### src/rtl/phase_sequencer.sv
// Job controller: one ROM-to-RAM copy, then N rounds of dot-product followed
// by FIFO transfer. Each phase requests the shared arbiter, launches its
// engine once granted and releases the request on the engine's done. A
// per-phase watchdog aborts a hung phase and reports which phase failed.
module phase_sequencer #(
  parameter int unsigned TIMEOUT_CYCLES = 1024,
  parameter int unsigned ITER_W         = 8
) (
  input  logic              clk,
  input  logic              reset,
  input  logic              start,
  input  logic [ITER_W-1:0] iterations,
  output logic              r0,
  output logic              r1,
  output logic              r2,
  input  logic              g0,
  input  logic              g1,
  input  logic              g2,
  output logic              go0,
  output logic              go1,
  output logic              go2,
  input  logic              done0,
  input  logic              done1,
  input  logic              done2,
  output logic              busy,
  output logic              job_done,
  output logic              error,
  output logic [1:0]        err_code,
  output logic [ITER_W-1:0] round
);

  localparam int unsigned CNT_W = $clog2(TIMEOUT_CYCLES) + 1;
  // The counter reaches TIMEOUT_CYCLES-1 on the edge where cnt_q holds this
  // value; a phase is therefore aborted on that same edge.
  localparam logic [CNT_W-1:0] EXPIRE = CNT_W'(TIMEOUT_CYCLES - 2);

  typedef enum logic [2:0] {
    IDLE,
    REQ_COPY,
    RUN_COPY,
    REQ_DOT,
    RUN_DOT,
    REQ_XFER,
    RUN_XFER,
    FINISH
  } state_e;

  state_e            state_q, state_d;
  logic [CNT_W-1:0]  cnt_q, cnt_d;
  logic [ITER_W-1:0] iter_q, iter_d;
  logic [ITER_W-1:0] round_q, round_d;
  logic [2:0]        req_q, req_d;
  logic [2:0]        go_q, go_d;
  logic              busy_q, busy_d;
  logic              job_done_q, job_done_d;
  logic              error_q, error_d;
  logic [1:0]        err_code_q, err_code_d;
  logic              in_phase;
  logic              timeout;

  // State, watchdog and registered outputs; reset clears everything at once.
  always_ff @(posedge clk or posedge reset) begin
    if (reset) begin
      state_q    <= IDLE;
      cnt_q      <= '0;
      iter_q     <= '0;
      round_q    <= '0;
      req_q      <= '0;
      go_q       <= '0;
      busy_q     <= 1'b0;
      job_done_q <= 1'b0;
      error_q    <= 1'b0;
      err_code_q <= '0;
    end else begin
      state_q    <= state_d;
      cnt_q      <= cnt_d;
      iter_q     <= iter_d;
      round_q    <= round_d;
      req_q      <= req_d;
      go_q       <= go_d;
      busy_q     <= busy_d;
      job_done_q <= job_done_d;
      error_q    <= error_d;
      err_code_q <= err_code_d;
    end
  end

  // Next state: phase sequencing, with the watchdog overriding a stalled phase.
  always_comb begin
    state_d  = state_q;
    timeout  = 1'b0;
    in_phase = state_q inside {REQ_COPY, RUN_COPY, REQ_DOT, RUN_DOT, REQ_XFER, RUN_XFER};
    case (state_q)
      IDLE:     if (start) state_d = (iterations == '0) ? FINISH : REQ_COPY;
      REQ_COPY: if (g0)    state_d = RUN_COPY;
      RUN_COPY: if (done0) state_d = REQ_DOT;
      REQ_DOT:  if (g1)    state_d = RUN_DOT;
      RUN_DOT:  if (done1) state_d = REQ_XFER;
      REQ_XFER: if (g2)    state_d = RUN_XFER;
      RUN_XFER: if (done2) state_d = (round_q + ITER_W'(1) == iter_q) ? FINISH : REQ_DOT;
      FINISH:   state_d = IDLE;
      default:  state_d = IDLE;
    endcase
    // An exiting event on the expiry edge has already moved state_d on, so it wins.
    if (in_phase && (state_d == state_q) && (cnt_q == EXPIRE)) begin
      timeout = 1'b1;
      state_d = IDLE;
    end
    cnt_d = (in_phase && (state_d == state_q)) ? cnt_q + CNT_W'(1) : '0;
  end

  // Output next-values derived from the transition being taken this cycle.
  always_comb begin
    req_d      = '0;
    go_d       = '0;
    busy_d     = (state_d != IDLE);
    job_done_d = (state_q == FINISH);
    iter_d     = iter_q;
    round_d    = round_q;
    error_d    = error_q;
    err_code_d = err_code_q;

    case (state_d)
      REQ_COPY, RUN_COPY: req_d[0] = 1'b1;
      REQ_DOT,  RUN_DOT:  req_d[1] = 1'b1;
      REQ_XFER, RUN_XFER: req_d[2] = 1'b1;
      default:            req_d    = '0;
    endcase

    if (state_q == REQ_COPY && state_d == RUN_COPY) go_d[0] = 1'b1;
    if (state_q == REQ_DOT  && state_d == RUN_DOT)  go_d[1] = 1'b1;
    if (state_q == REQ_XFER && state_d == RUN_XFER) go_d[2] = 1'b1;

    if (state_q == IDLE && start) begin
      iter_d     = iterations;
      round_d    = '0;
      error_d    = 1'b0;
      err_code_d = '0;
    end

    if (state_q == RUN_XFER && done2) round_d = round_q + ITER_W'(1);

    if (timeout) begin
      error_d = 1'b1;
      case (state_q)
        REQ_COPY, RUN_COPY: err_code_d = 2'd1;
        REQ_DOT,  RUN_DOT:  err_code_d = 2'd2;
        default:            err_code_d = 2'd3;
      endcase
    end
  end

  assign r0       = req_q[0];
  assign r1       = req_q[1];
  assign r2       = req_q[2];
  assign go0      = go_q[0];
  assign go1      = go_q[1];
  assign go2      = go_q[2];
  assign busy     = busy_q;
  assign job_done = job_done_q;
  assign error    = error_q;
  assign err_code = err_code_q;
  assign round    = round_q;

endmodule

### config.mk
export PLATFORM = sky130hd
export DESIGN_NAME = phase_sequencer
export DESIGN_NICKNAME = d
export VERILOG_FILES = /design/src/rtl/phase_sequencer.sv
export SDC_FILE = /design/constraint.sdc
export NUM_CORES = 1
export LEC_CHECK = 0
export BUFFER_PORTS_ARGS = -buffer_cell sky130_fd_sc_hd__buf_2
export CORE_MARGIN = 5
export CORE_UTILIZATION = 40
export CTS_CLUSTER_DIAMETER = 150
export DETAILED_ROUTE_END_ITERATION = 6
export PLACE_DENSITY = 0.7
export SETUP_SLACK_MARGIN = 0.2
export SYNTH_ARGS = -nofsm -noshare
export SYNTH_HDL_FRONTEND = slang
export SYNTH_SLANG_ARGS = --single-unit
### constraint.sdc
create_clock -name clk -period 1.85 [get_ports clk]
set_clock_uncertainty 0.15 [all_clocks]
set_input_delay 0.555 -clock clk [delete_from_list [all_inputs] [get_ports clk]]
set_output_delay 0.555 -clock clk [all_outputs]
set_load 0.01 [all_outputs]
==> results of run 1 <==
## cells in the mapped netlist (all sizes together), types with 2 or more instances
| cell | count |
|---|---|
| and3 | 2 |
| o21ai | 17 |
| or2 | 2 |
| and4 | 3 |
| a31oi | 3 |
| mux2 | 8 |
| clkbuf | 2 |
| a21o | 4 |
| o211ai | 3 |
| nor3 | 9 |
| or3 | 2 |
| xnor2 | 10 |
| nor2b | 4 |
| nor4b | 2 |
| a221o | 2 |
| dfrtp | 41 |
| a211oi | 2 |
| buf | 6 |
| a21oi | 18 |
| nor2 | 13 |
| nand4 | 2 |
| o31ai | 2 |
| and2 | 2 |
| inv | 9 |
| nand2b | 4 |
| nor3b | 2 |
| ha | 3 |
| xor2 | 10 |
| mux2i | 4 |
| nand2 | 20 |
| nand3 | 12 |
## registers in the layout, indices dropped and copies added, names as in the netlist
| name | flops |
|---|---|
| err_code | 2 |
| busy | 1 |
| go_q | 3 |
| iter_q | 8 |
| state_q | 3 |
| req_q | 3 |
| job_done | 1 |
| error | 1 |
| round | 8 |
| cnt_q | 11 |
## placed cells by master, fill, tap and decap left out, drive strengths merged, types with 3 or more instances in the layout
cell type,n
buf,108
inv,8
nor2b,4
xor2,10
nand2,20
nor2,13
a31oi,3
and4,3
a21o,4
mux2i,4
a21oi,18
mux2,8
nor3,9
nand2b,4
xnor2,10
ha,3
o21ai,17
clkbuf,8
nand3,12
dfrtp,41
o211ai,3
## cell type report
cell class	instances	area (um2)
flip-flops and latches	41	1040
clock inverters	1	30.0
inverters	9	40.0
fillers	411	1910
multi-input cells	177	1500
repair buffers	109	880
well taps	72	90.1
clock buffers	7	86.3
## final timing paths
check | slack [ns] | to | cells past startpoint
setup / recovery | -0.24 | cnt_q[1] | 8
hold / removal | 0.05 | go_q[1] | 2
setup reg to reg | -0.24 | cnt_q[1] | 8
hold reg to reg | 0.33 | error | 1
max in group asynchronous | 1.04 | state_q[0] | 3
min in group clk | 0.33 | error | 1
## power by group
| part | switching [mW] | internal, mW |
|---|---|---|
| clock network | 0.306 | 0.440 |
| logic | 1.56 | 1.68 |
| registers | 0.189 | 1.13 |
| total | 2.05 | 3.26 |
## through the flow
step	setup WS (ns)	utilization	power, mW	setup TNS (ns)	hold slack, ns
4_1_cts	-0.145	0.634	4.99	-2.09	0.0554
6_report	-0.235	0.657	5.31	-3.76	0.0464
3_3_place_gp	-0.348	0.558	3.72	-5.65	0.310
3_5_place_dp	-0.368	0.558	3.76	-5.85	0.313
2_1_floorplan	-0.150	-	2.76	-1.81	0.310
5_1_grt	-0.269	0.657	5.60	-4.78	0.0581
## routing by layer
layer | GRT usage | share of wire | vias to the layer above | wire length [um]
met3 | 0.0336 | 0.039 | 15 | 264
met5 | 0 | 0 | - | 0
li1 | - | - | 1061 | -
met1 | 0.216 | 0.41 | 1153 | 2760
met2 | 0.323 | 0.53 | 51 | 3560
met4 | 0.0734 | 0.020 | 0 | 133
## cells by family (layout without fill, tap and decap cells)
group | Yosys count | after routing
AO/OA/AOI/OAI | 60 | 60
XOR/XNOR | 20 | 20
adder cells (fa/ha/maj) | 3 | 3
buffers and inverters | 17 | 126
flip-flops | 41 | 41
multiplexers | 12 | 12
AND/OR/NAND/NOR | 82 | 82
## repair_timing
| item | CTS | global route |
|---|---|---|
| buffers inserted | 10 | 3 |
| endpoints found under the setup margin | 43 | 44 |
| resized for setup | 45 | 22 |
| pin swaps | 17 | 8 |
| cloned | 0 | 1 |
==> metrics, run 1 <==
run status complete, but fails checks; violated checks negative setup slack; insertion delay of the later-clocked pin in the worst-skew pair 0.30 ns; # DRC 0; Initial DRC Count 118; slack of the critical path -0.235 ns; worst r2r src state_q[0]; largest family of logic cells by synthesized area compound AO/OA/AOI/OAI gates; row count 27; Syn. warnings 0; XOR/XNOR share of the synthesized area 0.0755; die footprint 0.00742 mm2; number of global-route vias before repair 2320; share of cells above drive strength 1 0.552; arrival time worst endpoint 2.16 ns; critical path launch point state_q[0]; primary flip-flop cell chosen by synthesis mapping dfrtp_1; clock tree from TritonCTS done; total wirelength of the detailed-routed design 6720 um; Final Hold Vio Count 0; non-filler cells in the finished layout between 400 and 500; x dimension of the die ~86 um; Vias/cell 5.48; Buffers on Ports 35; Area Overhead vs Synth 58.0%; cell area power density 1450 mW/mm2; clk sinks 41; unrepaired setup endpoints after global routing yes; Critical path buffers and inverters 2; most frequent cell on the critical path a21o_1; area share of the largest cell type after synthesis 0.442; Peak supply drop 1040 uV; number of optimization iterations in the first detailed-route pass 4; post-detailed-route wirelength per cell 16.2 um; compound-cell area share of the yosys netlist 0.188; mean instance size in the synthesized netlist 9.87 um2; global routing usage summed across all routing layers 0.182; post-detail-place hpwl 4420 um; path type of the worst min-delay path primary input to async pin; RePlAce Congestion 0.850; number of max-capacitance violations reported 0; cell type of the slowest stage on the worst timing path dfrtp_2; net count of the finished layout 363; share of async-settable or async-resettable flops after synthesis 1.00; cell accounting for the most synthesized area dfrtp_1; post-synthesis instance total 235; area of the core between 0.005 and 0.006 mm2; post-CTS clock slew at the launch and capture registers of the worst setup and hold paths 0.08 ns; crit path launch type register; Top delay family on crit path compound AO/OA/AOI/OAI gates; minimum clock period after layout 2.09 ns; Static Leakage 1.62 nW; worst-path maximum fanout 5; max-slew violation total from the final report 0; height of the die 86.2 um; number of unique standard cell types used by synthesis 52; maximum number of buffers from clock root to sink 2; DP Area 0.00311 mm2; number of nets produced by synthesis ~260; initial standard-cell utilization of the core 0.416; number of diodes 0; number of top-level pins 36; synthesized-area fraction occupied by adder cells 0.0162; share of the clock period used by the worst path 1.13; flop and latch count out of synthesis 41; hold_buf cts 0; WP data required 1.92 ns; transition time of the tightest slew-check pin between 0.4 and 0.5 ns; Root Buffer clkbuf_8; multiplexer share of the synthesized area 0.0561; Rel. slew slack 0.730; cell-by-cell listing of the critical path buf_4 > nand2b_4 > or2_4 > a21o_1 > a21o_1 > a211o_4 > clkbuf_16 > a21oi_2; pin count of the biggest net entering global routing 31; fin area 0.00366 mm2; number of H-tree branching levels 2; Critical Path End Type register; number of buffers created by CTS 5; antenna viol nets, final 0; Max Clock Freq 480 MHz; GRT overflow 0; final setup violating endpoints 20; vias post-DR 2280; first-pass GRT wire length 10700 um; Mapped Area 0.00232 mm2; Crit Path Class register to register; sequential element share of the synthesized area 0.442; maximum cell stage delay along the critical path ~0.4 ns; Post-Synth Simple-Gate Area 0.187; number of enable-type register cells in the synthesized netlist 0; synth top area cells dfrtp_1 44%, a21oi_2 4.5%, mux2_2 3.9%, xnor2_1 3.8%, xor2_1 3.8%; Post-Place Cells 394; number of antenna violations at the first check in global routing 0
No activity file was read; power rests on OpenSTA's default activity.
==> run 2, diff against run 1 <==
Settings changed: ABC_AREA set to 1, CORE_ASPECT_RATIO set to 1.5.
==> metrics, run 2 <==
run status complete, but fails checks; violated checks negative setup slack; Syn. warnings 0; initial standard-cell utilization of the core 0.406; Post-Place Cells 427; Initial DRC Count 81; path type of the worst min-delay path primary input to async pin; total wirelength of the detailed-routed design 6490 um; worst-path maximum fanout 5; Crit Path Class register to register; worst r2r src state_q[2]; flop and latch count out of synthesis 41; cell accounting for the most synthesized area dfrtp_1; cell area power density 1370 mW/mm2; Static Leakage 1.70 nW; number of enable-type register cells in the synthesized netlist 0; number of nets produced by synthesis 292; share of the clock period used by the worst path 1.17; pin count of the biggest net entering global routing 24; minimum clock period after layout around 2.2 ns; fin area roughly 0.0034 mm2; post-synthesis instance total roughly 270; first-pass GRT wire length 10400 um; antenna viol nets, final 0; share of cells above drive strength 1 0.452; Mapped Area around 0.0022 mm2; area of the core 0.00537 mm2; share of async-settable or async-resettable flops after synthesis 1.00; number of buffers created by CTS 5; Buffers on Ports 35; Critical Path End Type register; row count 33; global routing usage summed across all routing layers 0.185; clk sinks 41; number of optimization iterations in the first detailed-route pass 6; commonest non-fill, non-tap cell in the layout nand2_1; die footprint approximately 0.007 mm2; unrepaired setup endpoints after global routing yes; final setup violating endpoints 20; non-filler cells in the finished layout 457; post-detailed-route wirelength per cell 14.2 um; vias post-DR 2252; most frequent cells in the layout 61 x nand2_1, 59 x buf_4, 35 x dfrtp_1; max-slew violation total from the final report 0; transition time of the tightest slew-check pin 0.464 ns; top-count cell post-synth nand2_1; insertion delay of the later-clocked pin in the worst-skew pair around 0.29 ns; height of the die 100 um; number of H-tree branching levels 2; max reg flops 11; area share of the largest cell type after synthesis 0.471; post-detail-place hpwl 4410 um; net count of the finished layout 406; WP data required 1.92 ns; number of top-level pins 36; RePlAce Congestion 0.886; Peak supply drop about 900 uV; hold_buf cts 0; slack of the critical path -0.316 ns; DP Area 0.00289 mm2; Max Clock Freq roughly 460 MHz; Final Hold Vio Count 0; sequential element share of the synthesized area 0.471; post-CTS clock slew at the launch and capture registers of the worst setup and hold paths 0.08 ns; synth top area cells dfrtp_1 47%, nand2_1 12%, inv_1 6.0%, nand3_1 4.8%, nor2_1 4.1%; number of max-capacitance violations reported 0; Rel. slew slack 0.690; largest register by flop count cnt_q; crit path launch type register; mean instance size in the synthesized netlist 8.01 um2; GRT overflow 0; Root Buffer clkbuf_8; number of diodes 0; critical path launch point state_q[2]; number of global-route vias before repair 2388; primary flip-flop cell chosen by synthesis mapping dfrtp_1; x dimension of the die 70.3 um; clock tree from TritonCTS done; arrival time worst endpoint 2.24 ns; Post-synth top cells 69 x nand2_1, 41 x dfrtp_1, 35 x inv_1; number of antenna violations at the first check in global routing 0; # DRC 0; worst setup timing slack at the placement stage -0.385 ns; maximum number of buffers from clock root to sink 2; Area Overhead vs Synth 56.0%; number of unique standard cell types used by synthesis 29; Vias/cell 4.93
-- run 2: cell count changes in the layout (fill, tap and decap cells not counted), sizes merged, moves of 8 or more --
cell and change:
nand3 +11, a21oi -14, nand2 +51, nor2 +22, mux2 -8, inv +29
-- run 2: final cells by class --
class	count	area, um2
Tap cell	70	87.6
Multi-Input combinational cell	189	1140
Timing Repair Buffer	111	860
Fill cell	439	1970
Clock buffer	7	86.3
Clock inverter	1	30.0
Sequential cell	41	1030
Inverter	38	156
-- run 2: where the power goes --
part           leakage, nW  internal (mW)  total [mW]  switching, mW
Sequential           0.539           1.11        1.32          0.207
Combinational         1.11           1.28        2.57           1.29
Clock               0.0585          0.440       0.750          0.310
-- run 2: worst paths after layout --
| path | to | slack (ns) | depth (start not counted) |
|---|---|---|---|
| setup / recovery | cnt_q[10] | -0.32 | 10 |
| hold / removal | iter_q[0] | 0.12 | 2 |
| setup reg to reg | cnt_q[10] | -0.32 | 10 |
| hold reg to reg | error | 0.35 | 2 |
| max in group asynchronous | state_q[0] | 0.96 | 3 |
| min in group clk | go_q[1] | 0.35 | 3 |
-- run 2: metal layers --
| metal | up-vias | track usage | share of wire |
|---|---|---|---|
| met1 | 1072 | 0.180 | 0.35 |
| met4 | 0 | 0.0944 | 0.046 |
| met5 | - | 0 | 0 |
| met3 | 26 | 0.0291 | 0.029 |
| met2 | 53 | 0.367 | 0.57 |
| li1 | 1101 | - | - |
-- run 2: timing repair --
action | 4_1_cts | 5_1_grt
pin swaps | 3 | 4
gates cloned | 0 | 2
buffers inserted | 17 | 3
gates resized for setup | 38 | 22
endpoints found under the hold margin | 0 | 0
endpoints found under the setup margin | 31 | 33
-- run 2: cells by family (layout without fill, tap and decap cells) --
family,after synthesis,count (layout),share of synthesized area
AO/OA/AOI/OAI,27,27,0.0672
XOR/XNOR,11,11,0.0442
adder cells (fa/ha/maj),3,3,0.0172
buffers and inverters,42,157,0.0764
flip-flops,41,41,0.471
AND/OR/NAND/NOR,148,148,0.324
-- run 2: worst max-delay path, cell delays in order, from the launching register on --
cell       delay [ns]
dfrtp_2          0.48
buf_4            0.17
nor3_2           0.26
nand2_1          0.08
nand4_1          0.15
or2_4            0.16
nand3_1          0.09
a21oi_2          0.19
nand3_4          0.12
clkbuf_16        0.17
nor2_2           0.08
-- run 2: metrics by stage --
stage | TNS, ns | hold WS, ns | util | power [mW]
after floorplan | -1.12 | 0.316 | - | 2.34
final | -4.53 | 0.120 | 0.633 | 4.64
after global routing | -7.19 | 0.152 | 0.633 | 4.92
after global placement | -4.70 | 0.338 | 0.538 | 3.13
after detailed placement | -5.69 | 0.339 | 0.538 | 3.18
after CTS | -3.56 | 0.122 | 0.607 | 4.27
==> run 3, diff against run 2 <==
--- a/config.mk
+++ b/config.mk
@@ -13,5 +13,5 @@
 export CTS_CLUSTER_DIAMETER = 150
 export DETAILED_ROUTE_END_ITERATION = 6
-export PLACE_DENSITY = 0.7
+export PLACE_DENSITY = 0.68
 export SETUP_SLACK_MARGIN = 0.2
 export SYNTH_ARGS = -nofsm -noshare
==> constraint.sdc (replaced) <==
create_clock -name clk -period 2.2 [get_ports clk]
set_clock_uncertainty 0.15 [all_clocks]
set_input_delay 0.66 -clock clk [delete_from_list [all_inputs] [get_ports clk]]
set_output_delay 0.66 -clock clk [all_outputs]
set_load 0.005 [all_outputs]
==> metrics, run 3 (same netlist as run 2, synthesis figures left out) <==
pin count of the biggest net entering global routing 42; post-detailed-route wirelength per cell 12.8 um; minimum clock period after layout 2.18 ns; Final Hold Vio Count 0; GRT overflow 0; worst-path maximum fanout 5; share of cells above drive strength 1 0.369; die footprint between 0.007 and 0.008 mm2; max reg flops 11; Rel. slew slack 0.654; Static Leakage 1.50 nW; DP Area around 0.0026 mm2; clk sinks 41; Critical path buffers and inverters 2; Vias/cell ~4.8; number of gates on the worst path with buffers counted 18; number of global-route vias before repair 2082; non-filler cells in the finished layout 414; number of top-level pins 36; maximum number of buffers from clock root to sink 2; antenna viol nets, final 0; path type of the worst min-delay path primary input to async pin; row count 33; crit path launch type register; Crit Path Class register to register; commonest non-fill, non-tap cell in the layout nand2_1; Buffers on Ports 35; first-pass GRT wire length roughly 8900 um; max-slew violation total from the final report 0; area of the core 0.00537 mm2; net count of the finished layout 363; height of the die 100 um; worst-case register-to-register setup slack ~0.018 ns; number of buffers created by CTS 5; global routing usage summed across all routing layers 0.157; Initial DRC Count a little under 60; Critical Path End Type register; critical path launch point round[1]; total wirelength of the detailed-routed design about 5300 um; number of diodes 0; Post-Place Cells 391; Area Overhead vs Synth 37.8%; number of antenna violations at the first check in global routing 0; path depth of the worst reg2reg path 18; most frequent cell on the critical path nand2_1; WP data required 2.28 ns; hold_buf cts 0; insertion delay of the later-clocked pin in the worst-skew pair ~0.29 ns; RePlAce Congestion 0.892; post-CTS clock slew at the launch and capture registers of the worst setup and hold paths roughly 0.080 ns; number of H-tree branching levels 2; number of max-capacitance violations reported 0; initial standard-cell utilization of the core 0.406; largest register by flop count cnt_q; clock tree from TritonCTS done; unrepaired setup endpoints after global routing yes; cell type of the slowest stage on the worst timing path dfrtp_1; most frequent cells in the layout 64 x nand2_1, 36 x dfrtp_1, 35 x buf_2; share of the clock period used by the worst path 0.992; Root Buffer clkbuf_8; transition time of the tightest slew-check pin around 0.52 ns; Top delay family on crit path simple AND/OR/NAND/NOR gates; number of optimization iterations in the first detailed-route pass 4; x dimension of the die 70.3 um; fin area approximately 0.003 mm2; post-detail-place hpwl 3730 um; run status completed; # DRC 0; worst r2r src round[1]; Peak supply drop 930 uV; cell area power density 1210 mW/mm2; vias post-DR 1986; Max Clock Freq 458 MHz; maximum cell stage delay along the critical path 0.43 ns; arrival time worst endpoint 2.26 ns; final setup violating endpoints 0; cell-by-cell listing of the critical path ha_4 > inv_1 > nand2_1 > nand2_1 > nand2_1 > nand2_1 > nor2_1 > nand2_1 > nor2_2 > nand3_1 > nand2_1 > nand2_1 > nand3_2 > nand2_2 > nand2_2 > nand3_4 > buf_16 > nor2_4
## run 3: cell types whose count changed in the layout (fill, tap and decap cells not counted), moves of 3 or more
cell and delta:
nand2_2 -3, buf_2 +3, buf_6 -12, buf_4 -33, nand2_1 +3
## run 3: cell type report
type                    instances  area (um2)
clock buffers                   5        68.8
flip-flops and latches         41        1030
multi-input cells             189        1120
clock inverters                 3        65.1
repair buffers                 68         474
well taps                      70        87.6
fillers                       499        2370
inverters                      38         150
## run 3: power by group
| group | switching, mW | total, mW | internal, mW |
|---|---|---|---|
| Combinational | 0.960 | 1.85 | 0.890 |
| Sequential | 0.152 | 1.08 | 0.931 |
| Clock | 0.257 | 0.707 | 0.451 |
| Total | 1.37 | 3.64 | 2.27 |
## run 3: final timing paths
path / endpoint
max: cnt_q[8]
min reg2reg: error
min: iter_q[0]
min in group clk: error
max in group asynchronous: state_q[1]
max reg2reg: cnt_q[8]
## run 3: per-layer routing
metal / up-vias / share of wire / global-route usage / wire length [um]
met5: - / 0 / 0 / 0
met4: 0 / 0.024 / 0.0546 / 128
met3: 12 / 0.028 / 0.0321 / 146
met2: 31 / 0.58 / 0.315 / 3060
met1: 932 / 0.37 / 0.154 / 1960
li1: 1011 / - / - / -
## run 3: timing repair
item | 4_1_cts | 5_1_grt
resized for setup | 31 | 10
setup buffers | 8 | 6
endpoints found under the hold margin | 0 | 0
pin swaps | 16 | 7
endpoints found under the setup margin | 17 | 18
gates cloned | 1 | 0
## run 3: worst reg2reg max path, delay by kind of cell (launching register included)
kind                       cells  cell delay (ns)
adders and majority gates      1             0.19
DFF                            1             0.43
and+or+nand+nor               15             1.13
buffers and inverters          2             0.21
## run 3: through the flow
| stage | setup TNS (ns) | utilization | hold WS [ns] | total power [mW] | worst slack [ns] |
|---|---|---|---|---|---|
| floorplan | 0 | - | 0.316 | 1.94 | 0.175 |
| global placement | -0.275 | 0.483 | 0.314 | 2.43 | -0.0466 |
| detailed placement | -0.267 | 0.483 | 0.319 | 2.45 | -0.0299 |
| CTS | 0 | 0.543 | 0.340 | 3.57 | 0.0156 |
| global route | -1.86 | 0.559 | 0.393 | 3.89 | -0.145 |
| finish | 0 | 0.559 | 0.337 | 3.64 | 0.0184 |
